`src/rtl/register_array_pkg.sv`:
```
// Shared helpers for the register bank: derived select-index width.
package register_array_pkg;

    function automatic int sel_width(input int n);
        return (n <= 1) ? 1 : $clog2(n);
    endfunction

endpackage

```
`src/rtl/reg_cell.sv`:
```
// One DATA_WIDTH register with synchronous reset and load enable.
module reg_cell #(
    parameter int                    DATA_WIDTH  = 8,
    parameter logic [DATA_WIDTH-1:0] RESET_VALUE = '0
) (
    input  logic                  clk,
    input  logic                  rst,
    input  logic                  enable,
    input  logic [DATA_WIDTH-1:0] d,
    output logic [DATA_WIDTH-1:0] q
);

    // Reset takes priority over any pending load.
    always_ff @(posedge clk) begin
        if (rst)
            q <= RESET_VALUE;
        else if (enable)
            q <= d;
    end

endmodule

```
`src/rtl/register_array.sv`:
```
// Bank of independently enabled registers on a shared write bus, with a
// flattened parallel read bus and a combinational single-register read port.
module register_array
    import register_array_pkg::*;
#(
    parameter int                    DATA_WIDTH  = 8,
    parameter int                    NUM_REG     = 6,
    parameter logic [DATA_WIDTH-1:0] RESET_VALUE = '0,
    parameter int                    SEL_WIDTH   = sel_width(NUM_REG)
) (
    input  logic                          clk,
    input  logic                          rst,
    input  logic [NUM_REG-1:0]            i_write_enable,
    input  logic [DATA_WIDTH-1:0]         i_write_data,
    input  logic [SEL_WIDTH-1:0]          i_read_sel,
    output logic [NUM_REG*DATA_WIDTH-1:0] o_read_data,
    output logic [DATA_WIDTH-1:0]         o_sel_data
);

    logic [NUM_REG-1:0][DATA_WIDTH-1:0] regs;

    for (genvar g = 0; g < NUM_REG; g++) begin : g_cell
        reg_cell #(
            .DATA_WIDTH (DATA_WIDTH),
            .RESET_VALUE(RESET_VALUE)
        ) u_cell (
            .clk   (clk),
            .rst   (rst),
            .enable(i_write_enable[g]),
            .d     (i_write_data),
            .q     (regs[g])
        );
    end

    // Packed element i already lands at bits [i*DATA_WIDTH +: DATA_WIDTH].
    assign o_read_data = regs;

    // Compare-and-select so indices past NUM_REG fall through to zero.
    always_comb begin
        o_sel_data = '0;
        for (int i = 0; i < NUM_REG; i++) begin
            if (i_read_sel == i[SEL_WIDTH-1:0])
                o_sel_data = regs[i];
        end
    end

endmodule

```
`config.mk`:
```
export PLATFORM = sky130hd
export DESIGN_NAME = register_array
export DESIGN_NICKNAME = d
export VERILOG_FILES = /design/src/rtl/register_array_pkg.sv /design/src/rtl/reg_cell.sv /design/src/rtl/register_array.sv
export SDC_FILE = /design/constraint.sdc
export NUM_CORES = 1
export LEC_CHECK = 0
export CAP_MARGIN = 20
export CORE_AREA = 2 2 71 73
export CTS_CLUSTER_DIAMETER = 150
export DETAILED_ROUTE_END_ITERATION = 12
export DIE_AREA = 0 0 73 75
export PLACE_DENSITY = 0.91
export SKIP_LAST_GASP = 1
export SYNTH_ARGS = -nofsm -noshare
export SYNTH_HDL_FRONTEND = slang
export SYNTH_SLANG_ARGS = --single-unit
```
`constraint.sdc`:
```
create_clock -name clk -period 2.6 [get_ports clk]
set_clock_uncertainty 0.05 [all_clocks]
set_input_delay 0.39 -clock clk [delete_from_list [all_inputs] [get_ports clk]]
set_output_delay 0.39 -clock clk [all_outputs]
set_load 0.02 [all_outputs]
```
==> impl_metrics.yaml, run 1 <==
route:
  drc_errors: 0
  drt_first_pass_iters: 4
  drt_iter0_markers: 145
  wl_um: 5970
  ant_nets: 0
  avgViaCountPerCell: 5.53
  via_count: 1957
  wl_per_cell_um: 16.9
clocking:
  insertion_delay_ns: 0.30
  path_clk_slew_ns: 0.09
  cts_tree: "yes"
  post-cts-setup-buffers: 0
  clock_sinks: 48
  cts_buffers: 5
  clockRootBuffer: "clkbuf_8"
  hold_buffers: 0
  clockBufferDepth: 2
  h-tree-depth: 2
  cts_resized: 8
power:
  static-leakage-power_nw: 1.39
  clkPwrFrac_pct: 32.5
  p_sw_share_pct: 27.3
  ir_worst_vdd_mv: 0.386
  p_int_mw: 1.32
  seqPwrFrac_pct: 45.3
  pwr_density_cell_nw_per_um2: 572
  comb_power_share_pct: 22.1
  finalPower_mw: 1.81
  power_switching_uw: 495
synth:
  synth_cells: 225
  syn-cell-area_um2: 2240
  synth_nets: 244
  ys_types: 22
  synth_seq_cells: 48
  avgSynthCellArea_um2: 9.98
  ys_warn_count: 0
  ys_seq_area_share_pct: 42.8
grt:
  grt_usage_pct: 22.5
  grt-ovfl-total: 0
  antenna_found_initial: 0
  grt.busiest_layer: "met2"
  grt_use_met2_pct: 37.8
  gr-usage-met1_pct: 29.2
  grt_pass1_wl_um: 9390
  use_met3_pct: 3.75
  grt_pass1_vias: 1847
  grt_start_max_net_pins: 49
floorplanning:
  core_area_um2: 4660
  die_x_um: 73
  die-area_um2: 5480
  start_util_pct: 48.2
  rows: 25
  die_height_um: 75
  ios: 75
sta:
  worst_slew_pin_slew_ns: 0.628
  setup_tns_ns: 0
  fin_crit_sh_pct: 95.0
  grt_setup_unrepaired: "false"
  relSlewSlack_pct: 58.0
  final-setup-viol-count: 0
  max_freq_ghz: 0.405
  period_minus_slack_ns: 2.47
  finalHoldViolCount: 0
  report.final.slew_viol_count: 0
min_path:
  min_path_type: "flop to flop"
critical_path:
  required_ns: 2.16
  cp-end-kind: "output pin"
  cp_max_fo: 20
  start_kind: "input pin"
  arrival_ns: 2.03
  crit_type: "input pin to output pin"
cells_and_area:
  num_antenna_cells: 0
  largest_register_ffs: 48
  fillers: 364
  seq_area_um2: 961
  area_delta_synth_final_pct: 41.1
  mostFrequentLayoutCell: "clkdlybuf4s50_1"
  multi_input_area_um2: 1150
  stdcell_count: 354
  largest-register: "g_cell.u_cell.q"
  top_regs: "g_cell.u_cell.q x48"
  final_cell_mix: "clkdlybuf4s50_1, mux2i_1, nor2_1, dfxtp_1, buf_4"
  drive_above_1_share_pct: 8.67
  nets: 318
placed_design:
  port_buffers: 74
  place_hpwl_um: 4050
  place_congestion: 0.831
  dp_cells: 346
status:
  status: "completed"
run:
  drv_cap: 0
[metal layers]
layer	routed length [um]	vias up	share of wire (%)
met5	0	-	0
met3	300	13	5.0
met2	2870	65	48
li1	-	941	-
met4	99	0	1.7
met1	2700	938	45
[area by class of cell]
class | count | share of cell area, %
Clock inverter | 1 | 0.948
Inverter | 6 | 0.711
Multi-Input combinational cell | 153 | 36.3
Clock buffer | 7 | 3.04
Tap cell | 54 | 2.13
Sequential cell | 48 | 30.3
Timing Repair Buffer | 85 | 26.5
[kinds of logic (layout without fill, tap and decap cells)]
family	after synthesis	in the layout	synth area share [%]
buf+inv	24	99	5.96
compound gates	39	39	13.4
mux	64	64	29.2
simple gates	50	50	8.58
flops	48	48	42.8
[synth_stat cells]
library cell   n  area, um^2
a221oi_1       2        17.5
o2bb2ai_1      5        43.8
mux2_4         2        30.0
buf_6          4        45.0
o41ai_1        5        43.8
inv_1          6        22.5
buf_1          2        7.51
mux2i_1       58         581
a21oi_1        8        40.0
nand2b_1       1        6.26
dfxtp_1       48         961
clkbuf_1       3        11.3
a221oi_2       1        15.0
mux2_2         4        45.0
nor2_1        48         180
buf_4          1        7.51
a22oi_1        3        22.5
o21bai_1       5        37.5
buf_2          8        40.0
o221ai_1       5        43.8
nor2b_1        1        6.26
o21a_1         5        37.5
[power by group through the flow]
stage                     clock network, mW  registers (mW)  logic (mW)
after floorplan                           0           0.882       0.174
after global placement                    0           0.835       0.399
after detailed placement                  0           0.836       0.408
after CTS                             0.593           0.820       0.403
after global routing                  0.617           0.827       0.427
final                                 0.589           0.821       0.401
[worst paths after layout]
path	to	cells after the start	slack (ns)	startpoint
worst max register to register	g_cell[0].u_cell.q[4]	2	1.87	g_cell[0].u_cell.q[4]
worst max-delay path	o_sel_data[6]	7	0.13	i_read_sel[2]
worst min-delay path	g_cell[0].u_cell.q[1]	2	0.48	g_cell[0].u_cell.q[1]
worst min register to register	g_cell[0].u_cell.q[1]	2	0.48	g_cell[0].u_cell.q[1]
[per-stage QoR]
stage	worst slack [ns]	utilization [%]	hold WS, ns	area [um^2]
5_1_grt	0.0375	68.0	0.503	3170
6_report	0.129	68.0	0.481	3170
4_1_cts	0.103	67.9	0.489	3170
3_3_place_gp	-0.0685	65.4	0.452	3050
2_1_floorplan	0.870	-	0.487	2240
3_5_place_dp	-0.0953	65.4	0.465	3050
[critical path, cell delays in order]
cell and delay (ns):
clkdlybuf4s50_1 0.48, buf_4 0.17, buf_12 0.17, mux2i_1 0.21, o2bb2ai_1 0.10, o21a_1 0.19, dlygate4sd2_1 0.31
Power figures use the tool's default switching activity.
==> inputs of run 2 (changes only) <==
- CORE_AREA: 2 2 71 73 -> 2 2 59 88
- DIE_AREA: 0 0 73 75 -> 0 0 61 90
- SETUP_SLACK_MARGIN: not set -> 0.3
==> impl_metrics.yaml, run 2 (synthesized netlist as in run 1, its figures left out) <==
status:
  status: "completed"
critical_path:
  worst_path_most_repeated_cell: "buf_12"
  max_stage_delay_ns: 0.29
  required_ns: 2.16
  cp-end-kind: "output pin"
  start_kind: "input pin"
  cp_slowest_cell: "dlygate4sd2_1"
  crit_type: "input pin to output pin"
  arrival_ns: 1.75
  cp_cell_sequence: "dlygate4sd2_1, buf_12, buf_12, o41ai_1, a21oi_1, o21a_1, clkdlybuf4s15_1"
  cp_max_fo: 12
placed_design:
  port_buffers: 74
  place_hpwl_um: 4180
  place_area_um2: 3060
  place_congestion: 0.827
  dp_cells: 356
  preCtsSetupSlack_ns: -0.0848
power:
  finalPower_mw: 1.77
  ir_worst_vdd_mv: 0.518
  static-leakage-power_nw: 1.39
  pwr_density_cell_nw_per_um2: 550
clocking:
  cts_tree: "yes"
  insertion_delay_ns: 0.29
  clockBufferDepth: 2
  clock_sinks: 48
  cts_buffers: 5
  path_clk_slew_ns: 0.08
  clockRootBuffer: "clkbuf_8"
  post-cts-setup-buffers: 0
  h-tree-depth: 2
grt:
  antenna_found_initial: 0
  grt_pass1_wl_um: 10000
  grt_usage_pct: 24.0
  grt_pass1_vias: 1962
  grt-ovfl-total: 0
  grt_start_max_net_pins: 49
route:
  wl_um: 6340
  ant_nets: 0
  drc_errors: 0
  via_count: 2026
  drt_first_pass_iters: 4
  wl_per_cell_um: 17.4
  avgViaCountPerCell: 5.55
  drt_iter0_markers: 67
floorplanning:
  ios: 75
  rows: 31
  start_util_pct: 47.0
  core_area_um2: 4770
  die_height_um: 90
  die-area_um2: 5490
  die_x_um: 61
cells_and_area:
  final_cell_mix: "clkdlybuf4s50_1, mux2i_1, nor2_1, dfxtp_1, a21oi_1"
  fin_util_pct: 67.3
  nets: 317
  top_regs: "g_cell.u_cell.q x48"
  design_area_um2: 3210
  largest_register_ffs: 48
  stdcell_count: 365
  drive_above_1_share_pct: 11.7
  largest-register: "g_cell.u_cell.q"
  num_antenna_cells: 0
  mostFrequentLayoutCell: "clkdlybuf4s50_1"
  area_delta_synth_final_pct: 43.0
sta:
  fin_ws_ns: 0.410
  period_minus_slack_ns: 2.19
  relSlewSlack_pct: 57.1
  worst_slew_pin_slew_ns: 0.641
  report.final.slew_viol_count: 0
  grt_setup_unrepaired: "false"
  final-setup-viol-count: 0
  fin_crit_sh_pct: 84.2
  max_freq_ghz: 0.457
  whs_ns: 0.478
  finalHoldViolCount: 0
  setup_tns_ns: 0
run:
  drv_cap: 0
min_path:
  min_path_type: "flop to flop"
run 2: cell types whose count changed in the layout (fill, tap and decap cells not counted), moves of 2 or more:
cell	before	now
dlygate4sd2_1	8	2
buf_2	0	5
buf_4	9	5
o41ai_1	5	2
o41ai_2	0	3
clkbuf_8	7	5
clkdlybuf4s15_2	0	2
run 2: per-layer routing:
metal  wire length, um  GRT usage, %  vias to the layer above
li1                  -             -                      945
met1              2570          28.4                     1000
met2              3380          40.2                       69
met3               276          4.89                       12
met4               119          10.7                        0
met5                 0             0                        -
run 2: power breakdown:
part           switching (mW)  total [mW]  internal [mW]  leakage (nW)
Sequential             0.0434       0.823          0.779         0.396
Clock                   0.242       0.528          0.286        0.0552
Combinational           0.211       0.415          0.204         0.934
run 2: cell type report:
type                       count  area (um^2)
tap                           66         82.6
sequential                    48          961
multi-input combinational    153         1180
clock inverter                 2         35.0
inverter                       6         22.5
clock buffer                   6         72.6
timing repair buffer          84          857
fill                         381         1560
run 2: path summary, 6_finish.rpt:
kind	from	end	slack (ns)	cells after the start
setup / recovery	i_read_sel[2]	o_sel_data[2]	0.41	7
hold / removal	g_cell[4].u_cell.q[5]	g_cell[4].u_cell.q[5]	0.48	2
setup reg to reg	g_cell[2].u_cell.q[5]	g_cell[2].u_cell.q[5]	1.85	2
hold reg to reg	g_cell[4].u_cell.q[5]	g_cell[4].u_cell.q[5]	0.48	2
run 2: critical path, delay by kind of cell:
| family | cells | cell delay, ns |
|---|---|---|
| AO/OA/AOI/OAI | 3 | 0.49 |
| buffers and inverters | 4 | 0.87 |
run 2: timing repair:
action,in CTS,in global routing
endpoints found under the hold margin,0,0
setup endpoints to repair,8,0
resized for setup,35,0
hold buffers,0,0
